$ cat src/rtl/tlb_pkg.sv
// Shared types and constants for the TLB page-table walker.
// Covers ARM short-format descriptors: L1 section/coarse and L2 small/large pages.
package tlb_pkg;

    localparam int unsigned DEFAULT_SIZE    = 16;
    localparam int unsigned DEFAULT_TAGBITS = 20;

    localparam logic [1:0] DESC_FAULT   = 2'b00;
    localparam logic [1:0] DESC_COARSE  = 2'b01;
    localparam logic [1:0] DESC_SECTION = 2'b10;
    localparam logic [1:0] DESC_RSVD    = 2'b11;

    localparam logic [3:0] FSR_TRANS_SECTION = 4'b0101;
    localparam logic [3:0] FSR_TRANS_PAGE    = 4'b0111;

    typedef enum logic [2:0] {
        StIdle,
        StL1,
        StL2,
        StFill,
        StFault,
        StAbort
    } walk_state_e;

endpackage

$ cat src/rtl/tlb_desc_decode.sv
// Combinational decode of one fetched descriptor into a fill, a next-level fetch or a fault.
// At L2 the encodings 10 and 01 mean small and large pages, not section and coarse.
module tlb_desc_decode
    import tlb_pkg::*;
(
    input  logic        level_l2_i,
    input  logic [1:0]  desc_type_i,
    input  logic [21:0] desc_hi_i,    // descriptor bits [31:10]
    input  logic [7:0]  va_idx_i,     // VA[19:12]
    output logic        fill_o,
    output logic        next_o,
    output logic [21:0] next_base_o,
    output logic [19:0] phys_page_o,
    output logic [3:0]  fault_status_o
);

    assign next_base_o = desc_hi_i;

    always_comb begin
        fill_o         = 1'b0;
        next_o         = 1'b0;
        phys_page_o    = '0;
        fault_status_o = '0;
        if (!level_l2_i) begin
            unique case (desc_type_i)
                DESC_SECTION: begin
                    fill_o      = 1'b1;
                    phys_page_o = {desc_hi_i[21:10], va_idx_i};
                end
                DESC_COARSE: next_o = 1'b1;
                default:     fault_status_o = FSR_TRANS_SECTION;
            endcase
        end else begin
            unique case (desc_type_i)
                DESC_SECTION: begin
                    fill_o      = 1'b1;
                    phys_page_o = desc_hi_i[21:2];
                end
                DESC_COARSE: begin
                    fill_o      = 1'b1;
                    phys_page_o = {desc_hi_i[21:6], va_idx_i[3:0]};
                end
                default: fault_status_o = FSR_TRANS_PAGE;
            endcase
        end
    end

endmodule

$ cat src/rtl/tlb_walk_controller.sv
// Hardware page-table walker: services TLB misses by fetching L1/L2 descriptors, stalls the
// pipeline meanwhile, and fills the TLB round-robin or reports a translation fault.
module tlb_walk_controller
    import tlb_pkg::*;
#(
    parameter int unsigned size    = DEFAULT_SIZE,
    parameter int unsigned tagbits = DEFAULT_TAGBITS
) (
    input  logic                    clk,
    input  logic                    reset,
    input  logic                    enable,
    input  logic                    Miss,
    input  logic                    Flush,
    input  logic [31:0]             VirtAdr,
    input  logic [17:0]             TTBR,
    output logic                    MemRE,
    output logic [31:0]             MemAdr,
    input  logic [31:0]             MemRData,
    input  logic                    MemReady,
    output logic                    TLBWe,
    output logic [$clog2(size)-1:0] TLBWay,
    output logic [tagbits-1:0]      TLBTag,
    output logic [19:0]             TLBPhysPage,
    output logic                    Stall,
    output logic                    Fault,
    output logic [3:0]              FaultStatus
);

    localparam int unsigned WayW = $clog2(size);

    walk_state_e       state_q, state_d;
    logic [19:0]       va_q, va_d;        // VA[31:12] of the walk in progress
    logic [31:0]       adr_q, adr_d;
    logic [19:0]       phys_q, phys_d;
    logic [WayW-1:0]   ptr_q, ptr_d;
    logic [3:0]        fsr_q, fsr_d;

    logic              accept;
    logic              dec_fill;
    logic              dec_next;
    logic [21:0]       dec_next_base;
    logic [19:0]       dec_phys;
    logic [3:0]        dec_fsr;

    logic              unused_bits;
    assign unused_bits = ^{VirtAdr[11:0], MemRData[9:2]};

    tlb_desc_decode u_decode (
        .level_l2_i    (state_q == StL2),
        .desc_type_i   (MemRData[1:0]),
        .desc_hi_i     (MemRData[31:10]),
        .va_idx_i      (va_q[7:0]),
        .fill_o        (dec_fill),
        .next_o        (dec_next),
        .next_base_o   (dec_next_base),
        .phys_page_o   (dec_phys),
        .fault_status_o(dec_fsr)
    );

    assign accept = (state_q == StIdle) & enable & Miss & ~Flush;

    always_comb begin
        state_d = state_q;
        va_d    = va_q;
        adr_d   = adr_q;
        phys_d  = phys_q;
        ptr_d   = ptr_q;
        fsr_d   = fsr_q;
        unique case (state_q)
            StIdle: begin
                if (accept) begin
                    state_d = StL1;
                    va_d    = VirtAdr[31:12];
                    adr_d   = {TTBR, VirtAdr[31:20], 2'b00};
                end
            end
            StL1, StL2: begin
                if (MemReady) begin
                    // A flush landing with the response drops the data outright.
                    if (Flush) begin
                        state_d = StIdle;
                    end else if (dec_fill) begin
                        state_d = StFill;
                        phys_d  = dec_phys;
                    end else if (dec_next) begin
                        state_d = StL2;
                        adr_d   = {dec_next_base, va_q[7:0], 2'b00};
                    end else begin
                        state_d = StFault;
                        fsr_d   = dec_fsr;
                    end
                end else if (Flush) begin
                    state_d = StAbort;
                end
            end
            StAbort: begin
                if (MemReady) begin
                    state_d = StIdle;
                end
            end
            StFill: begin
                state_d = StIdle;
                ptr_d   = (ptr_q == WayW'(size - 1)) ? '0 : ptr_q + 1'b1;
            end
            StFault: state_d = StIdle;
            default: state_d = StIdle;
        endcase
    end

    always_ff @(posedge clk) begin
        if (reset) begin
            state_q <= StIdle;
            va_q    <= '0;
            adr_q   <= '0;
            phys_q  <= '0;
            ptr_q   <= '0;
            fsr_q   <= '0;
        end else begin
            state_q <= state_d;
            va_q    <= va_d;
            adr_q   <= adr_d;
            phys_q  <= phys_d;
            ptr_q   <= ptr_d;
            fsr_q   <= fsr_d;
        end
    end

    // Abort keeps the request up until the bus completes it.
    always_comb begin
        MemRE       = (state_q == StL1) | (state_q == StL2) | (state_q == StAbort);
        MemAdr      = MemRE ? adr_q : '0;
        TLBWe       = (state_q == StFill);
        TLBWay      = TLBWe ? ptr_q : '0;
        TLBTag      = TLBWe ? va_q[19 -: tagbits] : '0;
        TLBPhysPage = TLBWe ? phys_q : '0;
        Fault       = (state_q == StFault);
        FaultStatus = fsr_q;
        Stall       = (state_q != StIdle) | accept;
    end

endmodule
$ cat config.mk
export PLATFORM = sky130hd
export DESIGN_NAME = tlb_walk_controller
export DESIGN_NICKNAME = d
export VERILOG_FILES = /design/src/rtl/tlb_pkg.sv /design/src/rtl/tlb_desc_decode.sv /design/src/rtl/tlb_walk_controller.sv
export SDC_FILE = /design/constraint.sdc
export NUM_CORES = 1
export LEC_CHECK = 0
export ABC_AREA = 1
export BUFFER_PORTS_ARGS = -buffer_cell sky130_fd_sc_hd__buf_2
export CAP_MARGIN = 20
export CORE_MARGIN = 10
export CORE_UTILIZATION = 50
export DETAILED_ROUTE_END_ITERATION = 10
export PLACE_DENSITY = 0.81
export SLEW_MARGIN = 20
export SYNTH_ARGS = -nofsm -noshare
export SYNTH_HDL_FRONTEND = slang
export SYNTH_SLANG_ARGS = --single-unit
$ cat constraint.sdc
create_clock -name clk -period 1.9 [get_ports clk]
set_clock_uncertainty 0.05 [all_clocks]
set_input_delay 0.38 -clock clk [delete_from_list [all_inputs] [get_ports clk]]
set_output_delay 0.38 -clock clk [all_outputs]
set_load 0.05 [all_outputs]
After elaboration in Yosys (flattened, before gate mapping)
Cells that the tools add are included.

Register bits: 83. Output and inout port bits: 84. Word-level logic and storage cells: 71.

Add/sub/neg operators: 1. Equal/unequal tests: 15. Mux-type cells: 30. Bitwise operators: 9. Reductions and logical operators: 10.

Operators by type and width (count): 2-to-1 mux 32 bit (6); 2-to-1 mux 20 bit (4); case mux 32 bit (2 select lines) (1); case mux 20 bit (2 select lines) (1); 2-to-1 mux 3 bit (9); 2-to-1 mux 4 bit (3); inequality test 2 bit (second input constant) (6); case mux 3 bit (3 select lines) (1); == test 3 x 2 -> 1 bit (second input constant) (2); == test 3 bit (second input constant) (2); AND reduction 6 bit (1); 2-to-1 mux 1 bit (5); AND reduction 5 bit (1); adder 4 x 1 -> 4 bit (second input constant) (1); == test 4 bit (second input constant) (1); AND reduction 4 bit (1); OR reduction 2 bit (2); bitwise AND 1 bit (3); == test 3 x 1 -> 1 bit (second input constant) (1); logical NOT 3 bit (1); inequality test 3 bit (second input constant) (1); inverter 1 bit (3); bitwise OR 1 bit (3); AND reduction 3 bit (1); 5 further kinds (5).

Depth between registers and ports, before layout
Depth in word-level cells: 8. Depth in mapped cells: 12. Gate-level depth less buffers: 10.

Modules after synthesis
A second synthesis with hierarchy kept.

Cells, all modules: 740. Area, all modules: 4476.8 um^2.

Modules (own cells, without submodules): tlb_walk_controller (instances 1, cells an instance 638, area an instance 3941.3 um^2, seq. area each 1621.6 um^2); tlb_desc_decode (instances 1, cells an instance 102, area an instance 535.5 um^2, seq. area each 0.0 um^2).

Least setup slack after synthesis
No wires, ideal clock.

Path kind: register -> output. From: register state_q[0]. To: output MemAdr[10]. Data arrival time: 2811 ps. Data required time: 1470 ps. Setup slack: -1341 ps. Cell stages (with the launch flop): 8. Cells stage by stage: dfxtp_1 -> buf_4 -> clkinv_4 -> nand2_1 -> o21ai_0 -> inv_1 -> clkbuf_1 -> nor2_1.

Cells in the longest elaborated chain, start to end: 4. Elaborated cells between the ends (all ways): 6. Classes of those cells: 3 x eq/ne; 1 x mux; 2 x bitwise.

Ends and longest elaborated chain: start, declared (line tlb_walk_controller.sv:31) `walk_state_e state_q, state_d;`; start signal, assigned (line tlb_walk_controller.sv:112) `state_q <= StIdle;`; start signal, assigned (line tlb_walk_controller.sv:119) `state_q <= state_d;`; == test 3 x 1 -> 1 bit or == test 3 x 2 -> 1 bit (tied branches) (line tlb_walk_controller.sv:130) `MemRE = (state_q == StL1) | (state_q == StL2) | (state_q == StAbort);`; bitwise OR 1 bit (line tlb_walk_controller.sv:130); bitwise OR 1 bit * (line tlb_walk_controller.sv:130); via MemRE (line tlb_walk_controller.sv:16) `output logic MemRE,`; 2-to-1 mux 32 bit * (line tlb_walk_controller.sv:131) `MemAdr = MemRE ? adr_q : '0;`; end, declared (line tlb_walk_controller.sv:17) `output logic [31:0] MemAdr,`.

Mark *: on every way through the listed nets, which the timed path passes. The rest lies on a longest branch.

Worst setup path after layout
From: register state_q[1]. To: output TLBTag[1].

Cells in the longest elaborated chain, start to end: 2.

Ends and longest elaborated chain: == test 3 x 2 -> 1 bit (line tlb_walk_controller.sv:132) `TLBWe = (state_q == StFill);`; 2-to-1 mux 20 bit (line tlb_walk_controller.sv:134) `TLBTag = TLBWe ? va_q[19 -: tagbits] : '0;`; end, declared (line tlb_walk_controller.sv:22) `output logic [tagbits-1:0] TLBTag,`.

No other way between the ends.

==> impl_results.md <==
- Starting Density: 50.6%
- Minimum clock period: 1.97 ns
- Primary FF master, synth: dfxtp_1
- IO Pins: 172
- Starting DRT DRC Count: 241
- Yosys top cell by area: dfxtp_1
- Worst Setup SP: state_q[1]
- Worst Reg-to-Reg Cells: 13
- FF-to-FF setup slack: 0.08 ns
- Antenna Nets Post-Route: 0
- Mux contribution to synthesized area: 0%
- Top post-synthesis cells by area: dfxtp_1, nand2_1, nor2_1
- First-pass GRT wire length: 22.4 mm
- Clock transition at path regs: 0.08 ns
- WHS Path Cells: 2
- Core ar.: 0.00915 mm^2
- FP Rows: 35
- Unrepaired setup endpoints after global routing: true
- Tot Pwr: 0.00669 W
- Reg2reg end: phys_q[1]
- CP required: 1.47 ns
- Fillers: 725
- Layout area overhead: 44.8%
- Num CTS Buffers: 9
- Post-synth EDFFs: 0
- Hold Path Class: in2reg
- Total track usage: 20.5%
- DIE WIDTH: 116 um
- CTS tree: done
- Clock power share: 20.3%
- Drt pass-1 iters: 5
- Sw Pwr: 0.00292 W
- WP data arrival: 1.54 ns
- #FFs+latches synth: 79
- CP Launch Type: register
- Internal: 0.00377 W
- Mapped Avg Cell Area: 6.05 um^2
- Vias in the first global route: 4628
- Port buffer count: 148
- Max-slew violations: 0
- Worst R2R Start: state_q[0]
- Largest family of logic cells by synthesized area: simple AND/OR/NAND/NOR gates
- Layout cells sized above 1: 31.0%
- Placed instance count: 1002
- NumNets Final: 1001
- Peak VDD IR: 0.590 mV
- Final number of setup-violating endpoints: 72
- Part of the power in registers: 30.5%
- DP HPWL: 10.4 mm
- Logic pwr share: 49.2%
- H-tree Lvls: 3
- WS Path Type: reg2out
- Worst skew pair latency: 0.36 ns
- Max clock buf depth: 2
- Period utilization: 104%
- Gr ovfl total: 0
- Residual DRC: 0
- Number of max-cap violations: 0
- Hold Path End: FaultStatus[0]
- Failing checks: setup timing
- Post-Synth Adder-Cell Area: 0.810%
- Status: finished with violations
- Initial antenna violation count: 2
- Vias/cell: 4.90
- Post-synthesis compound-gate area fraction: 10.8%
- Die Y: 116 um
- Pin count of the biggest net entering global routing: 61
- Clock root cell: clkbuf_8
- Sequential area share after synthesis: 34.1%
- Cells after Synth: 766
- Fmax: 0.508 GHz
- Synth warnings: 0
- Clk sinks: 79
- Post-Synth XOR/XNOR Area: 0%
- Asr flop ratio synth: 0%
- Final setup margin: -0.0694 ns
- Simple-Gate Fraction of Synth Area: 36.4%
- Final wirelength: 14.5 mm
- Full die area: 0.0135 mm^2
- Vias after detailed routing: 5035
- Distinct cells, synth: 29
- Area share of the largest cell type after synthesis: 34.1%
- P_leak: 3.02 nW
- Pre-CTS setup slack: 0.0416 ns
- Hold Crit Start: reset
- Final hold violations: 0
- Final Non-Filler Cells: 1028
- GP Congestion: 0.908
- Sw Ratio: 43.6%
- Maximum fanout along the worst path: 35
- Worst setup EP type: primary output
- Mapped Area: 0.00463 mm^2
- Pwr Density: 997 mW/mm^2
- Average wire per standard cell: 14.1 um
timing repair:
item                                    CTS  global route
hold buffers                              0             0
cloned                                    0             2
resized for setup                       163            44
setup buffers                             2             4
pin swaps                                 3             1
endpoints found under the setup margin   77           116
synthesized netlist by cell type, types with 2 or more instances:
cell type	number
nor3_1	2
ha_1	3
buf_4	12
a21oi_1	68
buf_1	6
buf_6	9
o21ai_0	29
clkbuf_1	12
nand2_4	2
nand3_2	2
nor2_1	151
buf_2	16
inv_1	124
dfxtp_1	79
nand3_1	72
nand2_1	166
power by group through the flow:
stage	clock network [W]	registers [W]	logic, W
4_1_cts	0.00137	0.00204	0.00320
2_1_floorplan	0	0.00203	0.00246
6_report	0.00136	0.00204	0.00329
3_3_place_gp	0	0.00206	0.00301
3_5_place_dp	0	0.00207	0.00304
5_1_grt	0.00144	0.00207	0.00360
worst max-delay path by stage:
stage	end	slack [ns]	depth (start not counted)
global route	Stall	-0.14	4
global placement	phys_q[7]	0.07	12
finish	TLBTag[1]	-0.07	5
floorplan	TLBPhysPage[0]	-0.11	5
CTS	MemAdr[3]	-0.08	7
detailed placement	phys_q[7]	0.04	12
placed cells by master, fill, tap and decap left out, types with 15 or more instances in the layout:
| cell | n |
|---|---|
| a21oi_1 | 68 |
| buf_2 | 72 |
| buf_4 | 26 |
| buf_6 | 63 |
| buf_8 | 15 |
| dfxtp_1 | 76 |
| inv_1 | 121 |
| nand2_1 | 162 |
| nand3_1 | 71 |
| nor2_1 | 97 |
| nor2_2 | 23 |
| nor2_4 | 32 |
| o21ai_0 | 28 |
layout make-up:
cell class | instances | area, um^2 | share of cell area [%]
sequential | 79 | 1590 | 23.7
antenna | 2 | 5.00 | 0.0746
timing repair buffer | 186 | 1700 | 25.3
multi-input combinational | 507 | 2570 | 38.3
tap | 111 | 139 | 2.07
clock inverter | 4 | 51.3 | 0.764
inverter | 127 | 487 | 7.25
clock buffer | 12 | 165 | 2.46
flip-flops by register name, indices dropped and copies added (netlist names):
| signal | count |
|---|---|
| adr_q | 30 |
| state_q | 3 |
| phys_q | 20 |
| ptr_q | 4 |
| va_q | 20 |
| FaultStatus | 2 |
metrics by stage:
step                util, %  hold WS, ns  TNS, ns  cell area (um^2)
floorplan                 -        0.380    -6.58              4940
global placement       62.9        0.384        0              5760
detailed placement     62.9        0.391        0              5760
CTS                    70.9        0.174    -2.93              6490
global route           73.3        0.194    -7.88              6710
finish                 73.3        0.180    -2.98              6710
routing by layer:
metal	vias up	wire (um)	global-route usage [%]
met3	31	1220	6.21
met1	2211	5830	24.0
met2	188	7010	34.7
met5	-	13	0
li1	2603	-	-
met4	2	397	7.17
kinds of logic after synthesis:
family,count (synthesis)
other cells,1
fa+ha+maj,3
compound gates,99
flops,79
buf+inv,182
simple gates,402
worst max-delay path: stages, from the launching register on:
cell and delay [ns]:
dfxtp_4 0.38, buf_4 0.14, nand3_2 0.11, buf_12 0.20
nor2_1 0.15, buf_6 0.18
Note: power is estimated with default switching activity, not from simulation.
